$ cat src/rtl/branch_resolve.sv
// ID-stage branch/jump resolution: condition evaluation, target generation,
// operand-wait stall, held redirect handshake to fetch, link writeback and statistics.
module branch_resolve #(
  parameter int W     = 32,
  parameter int CNT_W = 32
) (
  input  logic             clk,
  input  logic             resetn,
  input  logic             id_valid,
  input  logic [2:0]       branchcontrol,
  input  logic             is_j,
  input  logic             is_jr,
  input  logic             link,
  input  logic [W-1:0]     rs_val,
  input  logic [W-1:0]     rt_val,
  input  logic             rs_ready,
  input  logic             rt_ready,
  input  logic [W-1:0]     id_pc,
  input  logic [15:0]      imm16,
  input  logic [25:0]      instr_index,
  input  logic             if_ready,
  input  logic             flush_exc,
  output logic             id_stall,
  output logic             redirect_valid,
  output logic [W-1:0]     redirect_pc,
  output logic             in_delay_slot,
  output logic             link_we,
  output logic [W-1:0]     link_val,
  output logic [CNT_W-1:0] branch_cnt,
  output logic [CNT_W-1:0] taken_cnt
);

  localparam logic [2:0] BRANCH_EQ  = 3'd1;
  localparam logic [2:0] BRANCH_NEQ = 3'd2;
  localparam logic [2:0] BRANCH_GTZ = 3'd3;
  localparam logic [2:0] BRANCH_LEZ = 3'd4;
  localparam logic [2:0] BRANCH_GEZ = 3'd5;
  localparam logic [2:0] BRANCH_LTZ = 3'd6;

  typedef enum logic [1:0] {IDLE, WAIT_OPND, HOLD} state_e;

  state_e           state_q;
  logic             redirect_valid_q, in_delay_slot_q, link_we_q;
  logic [W-1:0]     redirect_pc_q, link_val_q;
  logic [CNT_W-1:0] branch_cnt_q, taken_cnt_q;

  logic         is_ctl, needs_rs, needs_rt, opnd_ready, resolve, taken;
  logic [W-1:0] pc_plus4, target;

  assign is_ctl     = id_valid & ((branchcontrol != 3'd0) | is_j | is_jr);
  assign needs_rs   = (branchcontrol != 3'd0) | is_jr;
  assign needs_rt   = (branchcontrol == BRANCH_EQ) | (branchcontrol == BRANCH_NEQ);
  assign opnd_ready = (~needs_rs | rs_ready) & (~needs_rt | rt_ready);
  assign pc_plus4   = id_pc + W'(4);

  // A control instruction arriving while a redirect is still held waits for the handshake.
  assign id_stall = ~flush_exc & is_ctl & ((state_q == HOLD) | ~opnd_ready);
  assign resolve  = ~flush_exc & is_ctl & opnd_ready & (state_q != HOLD);

  // NOTE: every variable written in always_comb gets a default first, so no latch is inferred.
  always_comb begin
    taken = 1'b0;
    case (branchcontrol)
      BRANCH_EQ:  taken = (rs_val == rt_val);
      BRANCH_NEQ: taken = (rs_val != rt_val);
      BRANCH_GTZ: taken = ($signed(rs_val) > 0);
      BRANCH_LEZ: taken = ($signed(rs_val) <= 0);
      BRANCH_GEZ: taken = ($signed(rs_val) >= 0);
      BRANCH_LTZ: taken = ($signed(rs_val) < 0);
      default:    taken = 1'b0;
    endcase
    if (is_j | is_jr) taken = 1'b1;

    target = pc_plus4 + {{14{imm16[15]}}, imm16, 2'b00};
    if (is_jr)     target = rs_val;
    else if (is_j) target = {pc_plus4[31:28], instr_index, 2'b00};
  end

  // NOTE: sequential state uses non-blocking assignments only, so all registers update together.
  always_ff @(posedge clk or negedge resetn) begin
    if (!resetn) begin
      state_q          <= IDLE;
      redirect_valid_q <= 1'b0;
      redirect_pc_q    <= '0;
      in_delay_slot_q  <= 1'b0;
      link_we_q        <= 1'b0;
      link_val_q       <= '0;
      branch_cnt_q     <= '0;
      taken_cnt_q      <= '0;
    end else if (flush_exc) begin
      state_q          <= IDLE;
      redirect_valid_q <= 1'b0;
      in_delay_slot_q  <= 1'b0;
      link_we_q        <= 1'b0;
    end else begin
      link_we_q <= resolve & link;
      if (resolve & link) link_val_q <= id_pc + W'(8);

      if (resolve)                    in_delay_slot_q <= 1'b1;
      else if (id_valid & ~id_stall)  in_delay_slot_q <= 1'b0;

      case (state_q)
        HOLD: begin
          if (if_ready) begin
            redirect_valid_q <= 1'b0;
            state_q          <= IDLE;
          end
        end
        default: begin
          if (resolve) begin
            branch_cnt_q <= branch_cnt_q + CNT_W'(1);
            if (taken) begin
              taken_cnt_q      <= taken_cnt_q + CNT_W'(1);
              redirect_valid_q <= 1'b1;
              redirect_pc_q    <= target;
              state_q          <= HOLD;
            end else begin
              state_q <= IDLE;
            end
          end else if (is_ctl) begin
            state_q <= WAIT_OPND;
          end else begin
            state_q <= IDLE;
          end
        end
      endcase
    end
  end

  assign redirect_valid = redirect_valid_q;
  assign redirect_pc    = redirect_pc_q;
  assign in_delay_slot  = in_delay_slot_q;
  assign link_we        = link_we_q;
  assign link_val       = link_val_q;
  assign branch_cnt     = branch_cnt_q;
  assign taken_cnt      = taken_cnt_q;

endmodule
$ cat config.mk
export PLATFORM = sky130hd
export DESIGN_NAME = branch_resolve
export DESIGN_NICKNAME = d
export VERILOG_FILES = /design/src/rtl/branch_resolve.sv
export SDC_FILE = /design/constraint.sdc
export NUM_CORES = 1
export LEC_CHECK = 0
export ABC_AREA = 1
export CAP_MARGIN = 20
export CORE_AREA = 5 5 147 149
export DETAILED_ROUTE_END_ITERATION = 10
export DIE_AREA = 0 0 152 154
export PLACE_DENSITY_LB_ADDON = 0.2
export SLEW_MARGIN = 15
export SYNTH_ARGS = -nofsm -noshare
export SYNTH_HDL_FRONTEND = slang
export SYNTH_SLANG_ARGS = --single-unit
$ cat constraint.sdc
create_clock -name clk -period 4.32 [get_ports clk]
set_input_delay 0.432 -clock clk [delete_from_list [all_inputs] [get_ports clk]]
set_output_delay 0.432 -clock clk [all_outputs]
set_load 0.005 [all_outputs]
==> results.yml <==
run_status:
  status: "complete, no violations"
clocking:
  cts_hold_buf: 0
  cts_max_level: 4
  cts_buffers: 17
  ctsResizeCount: 0
  clk_pin_slew_ns: 0.07
  insertion_delay_ns: 0.43
  cts-root-buf: "clkbuf_16"
  max-clock-path-buffers: 2
  tritoncts: "yes"
  numClockSinks: 133
  cts_setup_buffers: 0
setup_path:
  crit_path_top_delay_cell: "clkdlybuf4s50_1"
  r2r_slack_ns: 2.00
  critPathArrivalTime_ns: 4.11
  reg2reg_from: "state_q[0]$_DFFE_PN0P_"
  critPathKind: "input pin to flop"
  reg2reg_depth: 8
  end_kind: "flop"
  r2r_end: "link_val[25]$_DFFE_PN0P_"
  path_common_cell: "nand2_1"
  cp.required_ns: 4.64
  crit_end: "redirect_pc[22]$_DFFE_PN0P_"
  worstPathMaxFanout: 5
  slowest_delay_ns: 0.58
  critPathLaunchType: "input pin"
  crit_start: "id_pc[3]"
  path_cells: "clkdlybuf4s50_1 > ha_1 > nand2_1 > nor2_1 > inv_1 > nor2_4 > inv_2 > nor2_4 > nand4_2 > xor2_1 > o21ai_0 > inv_1 > ha_1 > nand2_1 > nor3_1 > nand2_1 > nand3_1 > inv_1 > nand3_1 > nand3_1 > nand3_1 > nand2_1 > nand2_1 > nand2_1"
power:
  p_sw_share_pct: 34.1
  p_sw_w: 0.00164
  power_frac_clock_pct: 31.1
  peakVddDrop_mv: 0.243
  leakage_nw: 7.05
  intPower_w: 0.00318
  power_density_nw_per_um2: 333
  pwr-share-seq_pct: 35.1
  pwr-share-comb_pct: 33.9
synthesis:
  yosysTopAreaCell: "dfrtp_1"
  ys_warn_count: 0
  syn_area_um2: 10700
  async_flop_share_pct: 100
  synth_fp_nets: 1846
  synth_ff_type: "dfrtp_1"
  synth_top_area_share_pct: 31.0
  synthTopCellsByArea: "dfrtp_1 31%, nand2_1 22%, inv_1 7.0%, xor2_1 6.1%, nor2_1 5.1%"
  ys_types: 42
  syn_inst: 1657
  ys_seq_area_share_pct: 31.0
  syn_area_per_cell_um2: 6.47
  synth_edf_count: 0
  ys_ff_latch: 133
place:
  gp_congestion: 1.02
  dpl.hpwl_um: 30400
  port_buffers: 282
  placed_cell_area_um2: 13900
timing:
  relSlewSlack_pct: 40.7
  slew_viol_final: 0
  finalSetupViolCount: 0
  fmax_ghz: 0.264
  post-route-period-util_pct: 87.7
  rsz0062_at_grt: "no"
  fin_tns_setup_ns: 0
  worst_pin_slew_ns: 0.887
  period_needed_ns: 3.79
  final_hold_viol_count: 0
  fin_skew_ns: 0.0139
  whs_ns: 0.0463
grt:
  grt_overflow_total: 0
  antenna_found_initial: 2
  grt_max_degree: 90
  grt_util_all_layers_pct: 31.6
  grt_pass1_wl_um: 60300
  grt_pass1_vias: 11700
die:
  die_y_um: 154
  rows: 52
  die-width_um: 152
  dieArea_um2: 23400
  core_area_um2: 20000
  start_util_pct: 53.5
  design.portCount: 283
worst_hold_path:
  hp-class: "input pin to asynchronous set/reset pin"
final_layout:
  fill_cells: 1688
  nets: 2131
  fin_area_um2: 14500
  seq_area_um2: 3330
  multi_input_area_um2: 6470
  drive_gt1_share_pct: 4.25
  synthToLayoutAreaGrowth_pct: 35.0
drt:
  routed_via_density: 5.38
  vias: 12000
  drt-total-wl_um: 37800
  antenna_left: 0
  drc_errors: 0
  post_drt_wl_per_cell_um: 17.0
  drt_iter0_markers: 839
  drtPass1Iterations: 5
run:
  cap_violations: 0
## worst min path at each step
| stage | start | end | slack (ns) | cells after the start |
|---|---|---|---|---|
| floorplan | resetn | branch_cnt[0]$_DFFE_PN0P_ | 0.14 | 0 |
| global placement | redirect_pc[10]$_DFFE_PN0P_ | redirect_pc[10]$_DFFE_PN0P_ | 0.46 | 2 |
| detailed placement | redirect_pc[20]$_DFFE_PN0P_ | redirect_pc[20]$_DFFE_PN0P_ | 0.47 | 2 |
| CTS | resetn | taken_cnt[9]$_DFFE_PN0P_ | 0.12 | 1 |
| global route | resetn | taken_cnt[9]$_DFFE_PN0P_ | 0.14 | 1 |
| finish | resetn | taken_cnt[11]$_DFFE_PN0P_ | 0.05 | 1 |
## cell usage after synthesis (all sizes together), types with 30 or more instances
cell type / instances
a21oi: 34
dfrtp: 133
ha: 37
inv: 202
nand2: 624
nand3: 103
nand4: 30
nor2: 150
nor3: 50
o21ai: 70
xnor2: 45
xor2: 75
## cell usage in the layout (no fill, tap or decap), types with 5 or more instances in the layout
cell,netlist,routed
nor2_1,145,145
buf_4,3,19
nand2_1,624,623
nor4_1,15,15
o221ai_1,5,5
nand3_1,101,101
clkbuf_16,0,17
nor3_1,44,44
ha_1,37,37
nand4_1,29,29
a21oi_1,34,34
o22ai_1,5,5
clkdlybuf4s50_1,0,281
xnor2_1,45,45
o21bai_1,7,7
inv_1,200,200
or2_2,14,14
o21ai_0,70,70
xor2_1,75,75
inv_6,0,6
dfrtp_1,133,133
## worst max-delay path, delay by kind of cell
family	cells	cell delay, ns
compound gates	1	0.16
buf+inv	5	0.94
fa+ha+maj	2	0.56
xor+xnor	1	0.19
simple gates	15	1.83
## layer usage
layer | global-route usage, % | part of all wire, %
met1 | 39.1 | 40
met2 | 55.2 | 49
met3 | 6.01 | 7.8
met4 | 11.3 | 3.6
met5 | 0 | 0
## power groups by stage
stage / clock (W) / combinational [W] / sequential (W)
global route: 0.00157 / 0.00180 / 0.00172
finish: 0.00150 / 0.00163 / 0.00169
floorplan: 0 / 0.000681 / 0.00169
detailed placement: 0 / 0.00162 / 0.00171
CTS: 0.00151 / 0.00164 / 0.00169
global placement: 0 / 0.00159 / 0.00170
## layout make-up
class	count	area share, %
Antenna cell	3	0.0518
Clock buffer	18	2.96
Clock inverter	14	1.12
Inverter	203	5.26
Multi-Input combinational cell	1285	44.7
Sequential cell	133	23.0
Tap cell	270	2.33
Timing Repair Buffer	302	20.6
## logic make-up (layout without fill, tap and decap cells)
family	after synthesis	in the layout	synth area share, %
xor gates and xnor gates	120	120	9.80
adders and majority gates	38	38	4.50
AOI/OAI and AO/OA	133	133	6.88
buffers and inverters	239	537	8.71
DFF	133	133	31.0
other	0	3	0
muxes	3	3	0.280
and+or+nand+nor	991	991	38.8
## registers in the layout, indices dropped and copies added (netlist names)
register	flops
branch_cnt	32
in_delay_slot	1
link_val	32
link_we	1
redirect_pc	32
redirect_valid	1
state_q	2
taken_cnt	32
## through the flow
step	power (W)	setup WS [ns]	cells	utilization, %
CTS	0.00483	0.588	2225	72.2
detailed placement	0.00333	0.134	2193	69.3
floorplan	0.00237	1.29	1657	-
global route	0.00509	0.169	2228	72.3
global placement	0.00329	0.273	2193	69.3
finish	0.00482	0.532	2228	72.3
No activity file was read; power rests on OpenSTA's default activity.
